File: src/rtl/axil_reg_responder.sv
// AXI4-lite slave exposing a bank of byte-writable registers.
// Independent write and read paths, one-entry request buffers, registered responses.
module axil_reg_responder #(
    parameter int DATA_WIDTH = 32,
    parameter int ADDR_WIDTH = 16,
    parameter int STRB_WIDTH = DATA_WIDTH / 8,
    parameter int REG_COUNT  = 16
) (
    input  logic                  clk,
    input  logic                  rst,
    input  logic [ADDR_WIDTH-1:0] s_axil_awaddr,
    input  logic [2:0]            s_axil_awprot,
    input  logic                  s_axil_awvalid,
    output logic                  s_axil_awready,
    input  logic [DATA_WIDTH-1:0] s_axil_wdata,
    input  logic [STRB_WIDTH-1:0] s_axil_wstrb,
    input  logic                  s_axil_wvalid,
    output logic                  s_axil_wready,
    output logic [1:0]            s_axil_bresp,
    output logic                  s_axil_bvalid,
    input  logic                  s_axil_bready,
    input  logic [ADDR_WIDTH-1:0] s_axil_araddr,
    input  logic [2:0]            s_axil_arprot,
    input  logic                  s_axil_arvalid,
    output logic                  s_axil_arready,
    output logic [DATA_WIDTH-1:0] s_axil_rdata,
    output logic [1:0]            s_axil_rresp,
    output logic                  s_axil_rvalid,
    input  logic                  s_axil_rready
);

    localparam int SHIFT = $clog2(STRB_WIDTH);
    localparam int IDX_W = ADDR_WIDTH - SHIFT;
    localparam logic [IDX_W:0] REG_LIM = (IDX_W + 1)'(REG_COUNT);
    localparam logic [1:0] OKAY   = 2'b00;
    localparam logic [1:0] SLVERR = 2'b10;

    logic                  active;
    logic                  aw_full;
    logic                  w_full;
    logic                  ar_full;
    logic [IDX_W-1:0]      aw_idx;
    logic [IDX_W-1:0]      ar_idx;
    logic [DATA_WIDTH-1:0] w_data;
    logic [STRB_WIDTH-1:0] w_strb;
    logic [DATA_WIDTH-1:0] regs [REG_COUNT];
    logic [DATA_WIDTH-1:0] rd_word;

    logic aw_hs;
    logic w_hs;
    logic ar_hs;
    logic commit;
    logic rd_fire;
    logic aw_ok;
    logic ar_ok;
    logic unused_bits;

    assign unused_bits = ^{s_axil_awprot, s_axil_arprot,
                           s_axil_awaddr, s_axil_araddr};

    assign s_axil_awready = active & ~aw_full;
    assign s_axil_wready  = active & ~w_full;
    assign s_axil_arready = active & ~ar_full;

    assign aw_hs   = s_axil_awvalid & s_axil_awready;
    assign w_hs    = s_axil_wvalid & s_axil_wready;
    assign ar_hs   = s_axil_arvalid & s_axil_arready;
    assign commit  = aw_full & w_full & (~s_axil_bvalid | s_axil_bready);
    assign rd_fire = ar_full & (~s_axil_rvalid | s_axil_rready);
    assign aw_ok   = {1'b0, aw_idx} < REG_LIM;
    assign ar_ok   = {1'b0, ar_idx} < REG_LIM;

    // Out-of-range indices match no register and read back as zero
    always_comb begin
        rd_word = '0;
        for (int i = 0; i < REG_COUNT; i++) begin
            if (ar_idx == IDX_W'(i)) begin
                rd_word = regs[i];
            end
        end
    end

    always_ff @(posedge clk or posedge rst) begin
        if (rst) begin
            active        <= 1'b0;
            aw_full       <= 1'b0;
            w_full        <= 1'b0;
            aw_idx        <= '0;
            w_data        <= '0;
            w_strb        <= '0;
            s_axil_bvalid <= 1'b0;
            s_axil_bresp  <= OKAY;
        end else begin
            active <= 1'b1;
            if (aw_hs) begin
                aw_idx <= s_axil_awaddr[ADDR_WIDTH-1:SHIFT];
            end
            if (w_hs) begin
                w_data <= s_axil_wdata;
                w_strb <= s_axil_wstrb;
            end
            if (commit) begin
                aw_full <= 1'b0;
            end else if (aw_hs) begin
                aw_full <= 1'b1;
            end
            if (commit) begin
                w_full <= 1'b0;
            end else if (w_hs) begin
                w_full <= 1'b1;
            end
            if (commit) begin
                s_axil_bvalid <= 1'b1;
                s_axil_bresp  <= aw_ok ? OKAY : SLVERR;
            end else if (s_axil_bready) begin
                s_axil_bvalid <= 1'b0;
            end
        end
    end

    always_ff @(posedge clk or posedge rst) begin
        if (rst) begin
            for (int i = 0; i < REG_COUNT; i++) begin
                regs[i] <= '0;
            end
        end else if (commit && aw_ok) begin
            for (int i = 0; i < REG_COUNT; i++) begin
                for (int b = 0; b < STRB_WIDTH; b++) begin
                    if (aw_idx == IDX_W'(i) && w_strb[b]) begin
                        regs[i][8*b +: 8] <= w_data[8*b +: 8];
                    end
                end
            end
        end
    end

    // Read samples regs before a same-edge commit lands
    always_ff @(posedge clk or posedge rst) begin
        if (rst) begin
            ar_full       <= 1'b0;
            ar_idx        <= '0;
            s_axil_rvalid <= 1'b0;
            s_axil_rdata  <= '0;
            s_axil_rresp  <= OKAY;
        end else begin
            if (ar_hs) begin
                ar_idx <= s_axil_araddr[ADDR_WIDTH-1:SHIFT];
            end
            if (rd_fire) begin
                ar_full <= 1'b0;
            end else if (ar_hs) begin
                ar_full <= 1'b1;
            end
            if (rd_fire) begin
                s_axil_rvalid <= 1'b1;
                s_axil_rdata  <= ar_ok ? rd_word : '0;
                s_axil_rresp  <= ar_ok ? OKAY : SLVERR;
            end else if (s_axil_rready) begin
                s_axil_rvalid <= 1'b0;
            end
        end
    end

endmodule
File: config.mk
export PLATFORM = sky130hd
export DESIGN_NAME = axil_reg_responder
export DESIGN_NICKNAME = d
export VERILOG_FILES = /design/src/rtl/axil_reg_responder.sv
export SDC_FILE = /design/constraint.sdc
export NUM_CORES = 1
export LEC_CHECK = 0
export CAP_MARGIN = 20
export CORE_MARGIN = 3
export CORE_UTILIZATION = 45
export CTS_BUF_LIST = sky130_fd_sc_hd__clkbuf_4
export CTS_CLUSTER_DIAMETER = 30
export CTS_CLUSTER_SIZE = 25
export DETAILED_ROUTE_END_ITERATION = 8
export MAX_ROUTING_LAYER = met4
export SYNTH_ARGS = -nofsm -noshare
export SYNTH_HDL_FRONTEND = slang
export SYNTH_SLANG_ARGS = --single-unit
File: constraint.sdc
create_clock -name clk -period 27.4 [get_ports clk]
set_input_delay 2.74 -clock clk [delete_from_list [all_inputs] [get_ports clk]]
set_output_delay 2.74 -clock clk [all_outputs]
set_load 0.01 [all_outputs]
==> summary.md <==
| Metric | Value |
|---|---|
| Top FF cell, synth | dfrtp_1 |
| Crit-path max FO | between 100 and 150 |
| Area growth from synthesis to layout | 15.8% |
| Crit start category | primary input |
| Seq/Total Area, Yosys | between 50% and 60% |
| Vias | a little over 20000 |
| DR vias/cell | a little over 6 |
| RR Startpoint | ar_idx[1]$_DFFE_PP0P_ |
| Clock root buffer master | clkbuf_4 |
| Vias in the first global route | between 20000 and 25000 |
| Row cnt | 90 |
| Post-CTS sizing | 0 |
| Clock sink total | just over 600 |
| Max Slew Vio Count | 0 |
| Initial antenna violation count | 3 |
| Hold Buf Count CTS | 0 |
| Die area | around 65000 um^2 |
| Critical path class | primary input to asynchronous set/reset pin |
| Crit. Startpoint | rst |
| Core ar. | approximately 60000 um^2 |
| CTS tree | done |
| Drt drc | 0 |
| Finished Cell Area | 32400 um^2 |
| Post-synth cell types | between 80 and 90 |
| Clk Latency, worst-skew pair | between 1000 and 1500 ps |
| H-tree levels | 4 |
| Initial drt markers | 2069 |
| Required @ worst endpoint | 28400 ps |
| Die Ht | 255 um |
| Post-Synthesis Cell Area | 28000 um^2 |
| Final WS setup | approximately 22000 ps |
| Gr ovfl total | 0 |
| I/O pin count | roughly 120 |
| Final worst path period share | 19.3% |
| Clk_skew | between 70 and 80 ps |
| First-pass GRT wire length | 138 mm |
| Simple-Gate Fraction of Synth Area | under 10% |
| Buffer count from post-CTS setup fixing | 0 |
| Area post-placement | 30100 um^2 |
| Synth Area in Compound Gates | 9.52% |
| Total Routing Usage GR | approximately 29% |
| CP Capture Type | asynchronous set/reset pin |
| Syn Inst Count | 2145 |
| GPL Wtd Cong | roughly 0.92 |
| Sum Neg Setup Slack | 0 ps |
| CP arrival | about 6300 ps |
| Worst flop-to-flop path endpoint | s_axil_rdata[12]$_DFFE_PP0P_ |
| Worst slack at placement | 20680 ps |
| Rel. slew slack | 14.5% |
| Yosys top cell area share | ~55% |
| Reg2reg setup slack | 23120 ps |
| R2R depth | 8 |
| Number of port buffers | between 100 and 150 |
| Placed insts | between 3000 and 4000 |
| Final setup vio count | 0 |
| Area contributors post-synth | dfrtp_1 55%, mux2_2 23%, nand2_1 1.8% |
| Avg Cell Area, Syn | 13.1 um^2 |
| Maxcap violations | 0 |
| Initial Util | ~46% |
| Pleak | between 15 and 20 nW |
| Cell taking the most area after synthesis | dfrtp_1 |
| Critical Path End | regs[391]$_DFFE_PP0P_ |
| Proportion of synthesized area in mux cells | about a quarter |
| Post-synth EDFFs | 0 |
| Hold Vio Cnt, Final | 0 |
| Wirelength, routed | 92.7 mm |
| Largest net degree at the start of global routing | ~120 |
| Die W | between 200 and 300 um |
| Yosys reg bits | 616 |
| Filler cells | approximately 5300 |
| Worst-margin pin slew | 1280 ps |
| Clock Path Buffers | 3 |
| Multi-input gate area | approximately 12000 um^2 |
| Inserted Clock Buffers | 145 |
| P per Cell Area | about 70 nW/um^2 |
| Warnings from Yosys | 0 |
| Post-Synth XOR/XNOR Area | 0% |
| Routed Antenna Nets | 0 |
| F_max | approximately 0.19 GHz |
| DR WL/cell | roughly 28 um |
| DP HPWL | ~58 mm |
| Power consumption | between 0.002 and 0.0025 W |
| Non-filler instance count after layout | around 3300 |
| Tmin final | between 5000 and 6000 ps |
| Final net count | 2415 |
| Largest family of logic cells by synthesized area | multiplexers |
| HP Class | register to register |
| DR pass1 iterations | 6 |
| Synth async-reset ratio | 100% |
| Share of cells above drive strength 1 | 38.5% |
| Hold path cells | 1 |
| Seq. cell area | around 15000 um^2 |
| Reg clk slew, reported paths | around 70 ps |
| Outcome | finished, final reports clean |
| Adder-cell share of the synthesized area | 0% |
| RSZ-0062 raised after global routing | no |
| Max VDD drop | between 0.05 and 0.06 mV |
[cell usage after synthesis (11+ instances only)]
library cell,n
nor3_1,21
nor2b_1,16
nand2_1,134
nand3_1,26
o22ai_1,23
mux2i_1,12
nor2_1,100
a221oi_1,22
dfrtp_1,616
clkbuf_1,82
a221o_1,11
a211oi_1,13
nor4_4,12
a222oi_1,13
buf_2,29
a22oi_1,47
nand4_1,16
o21ai_0,50
nor4_1,12
a2bb2oi_1,12
mux2_2,583
a21oi_1,46
o221ai_1,22
nand2b_1,12
mux4_2,13
o211ai_1,15
inv_1,12
[metal layers]
layer | vias to the layer above | routed length, um | GRT usage, %
met5 | - | 0 | -
met4 | 0 | 4490 | 14.1
met3 | 246 | 8040 | 7.19
met2 | 984 | 41100 | 42.8
met1 | 10500 | 39000 | 38.5
li1 | 8537 | - | -
[through the flow]
stage	util [%]	hold slack, ps
after global placement	49.3	479
after detailed placement	49.3	486
after CTS	53.1	502
after global routing	53.2	510
after floorplan	-	470
final	53.2	498
[how the worst min path moves through the flow]
stage | from | to
after floorplan | regs[193]$_DFFE_PP0P_ | regs[193]$_DFFE_PP0P_
after global placement | regs[193]$_DFFE_PP0P_ | regs[193]$_DFFE_PP0P_
after detailed placement | regs[193]$_DFFE_PP0P_ | regs[193]$_DFFE_PP0P_
after CTS | regs[193]$_DFFE_PP0P_ | regs[193]$_DFFE_PP0P_
after global routing | regs[382]$_DFFE_PP0P_ | regs[382]$_DFFE_PP0P_
final | regs[193]$_DFFE_PP0P_ | regs[193]$_DFFE_PP0P_
[logic make-up after synthesis]
kind of cell    count (synthesis)
compound gates                362
buf+inv                       140
flops                         616
mux                           608
other cells                     2
simple gates                  417
[power by group]
group	internal [W]	switching [W]	total, W
clock	0.000503	0.000415	0.000918
combinational	0.0000824	0.000113	0.000195
sequential	0.000951	0.000152	0.00110
total	0.00154	0.000680	0.00222
[layout by cell type (no fill, tap or decap), drive strengths merged, types with 13 or more instances in the layout]
cell and n:
nor2 102, nor3 22, o211ai 15, o221ai 23
nor4 29, a22oi 47, o21ai 53, clkdlybuf4s50 109
mux2 583, o22ai 23, inv 18, mux4 13
a211oi 13, nand2 134, dfrtp 616, clkinv 62
a221oi 22, nand4 16, clkbuf 167, buf 59
a21oi 48, bufinv 21, a222oi 13, nor2b 16
nand3 26
[state kept, by name, indices dropped and copies added, names as in the netlist]
register,cells
s_axil_bresp,1
w_strb,4
ar_idx,14
w_full,1
s_axil_rdata,32
aw_full,1
w_data,32
s_axil_rresp,1
aw_idx,14
s_axil_rvalid,1
regs,512
active,1
ar_full,1
s_axil_bvalid,1
[cell type report]
class,count,share of cell area [%]
clock buffers,166,3.84
well taps,828,3.19
flip-flops and latches,616,47.6
diodes,4,0.0309
clock inverters,99,3.17
inverters,12,0.162
multi-input cells,1390,37.1
repair buffers,169,4.92
[worst max-delay path, cell delays in order]
cell	delay (ps)
clkdlybuf4s50_1	490
inv_8	590
buf_4	320
buf_16	310
buf_4	770
buf_4	790
Note: power is estimated with default switching activity, not from simulation.
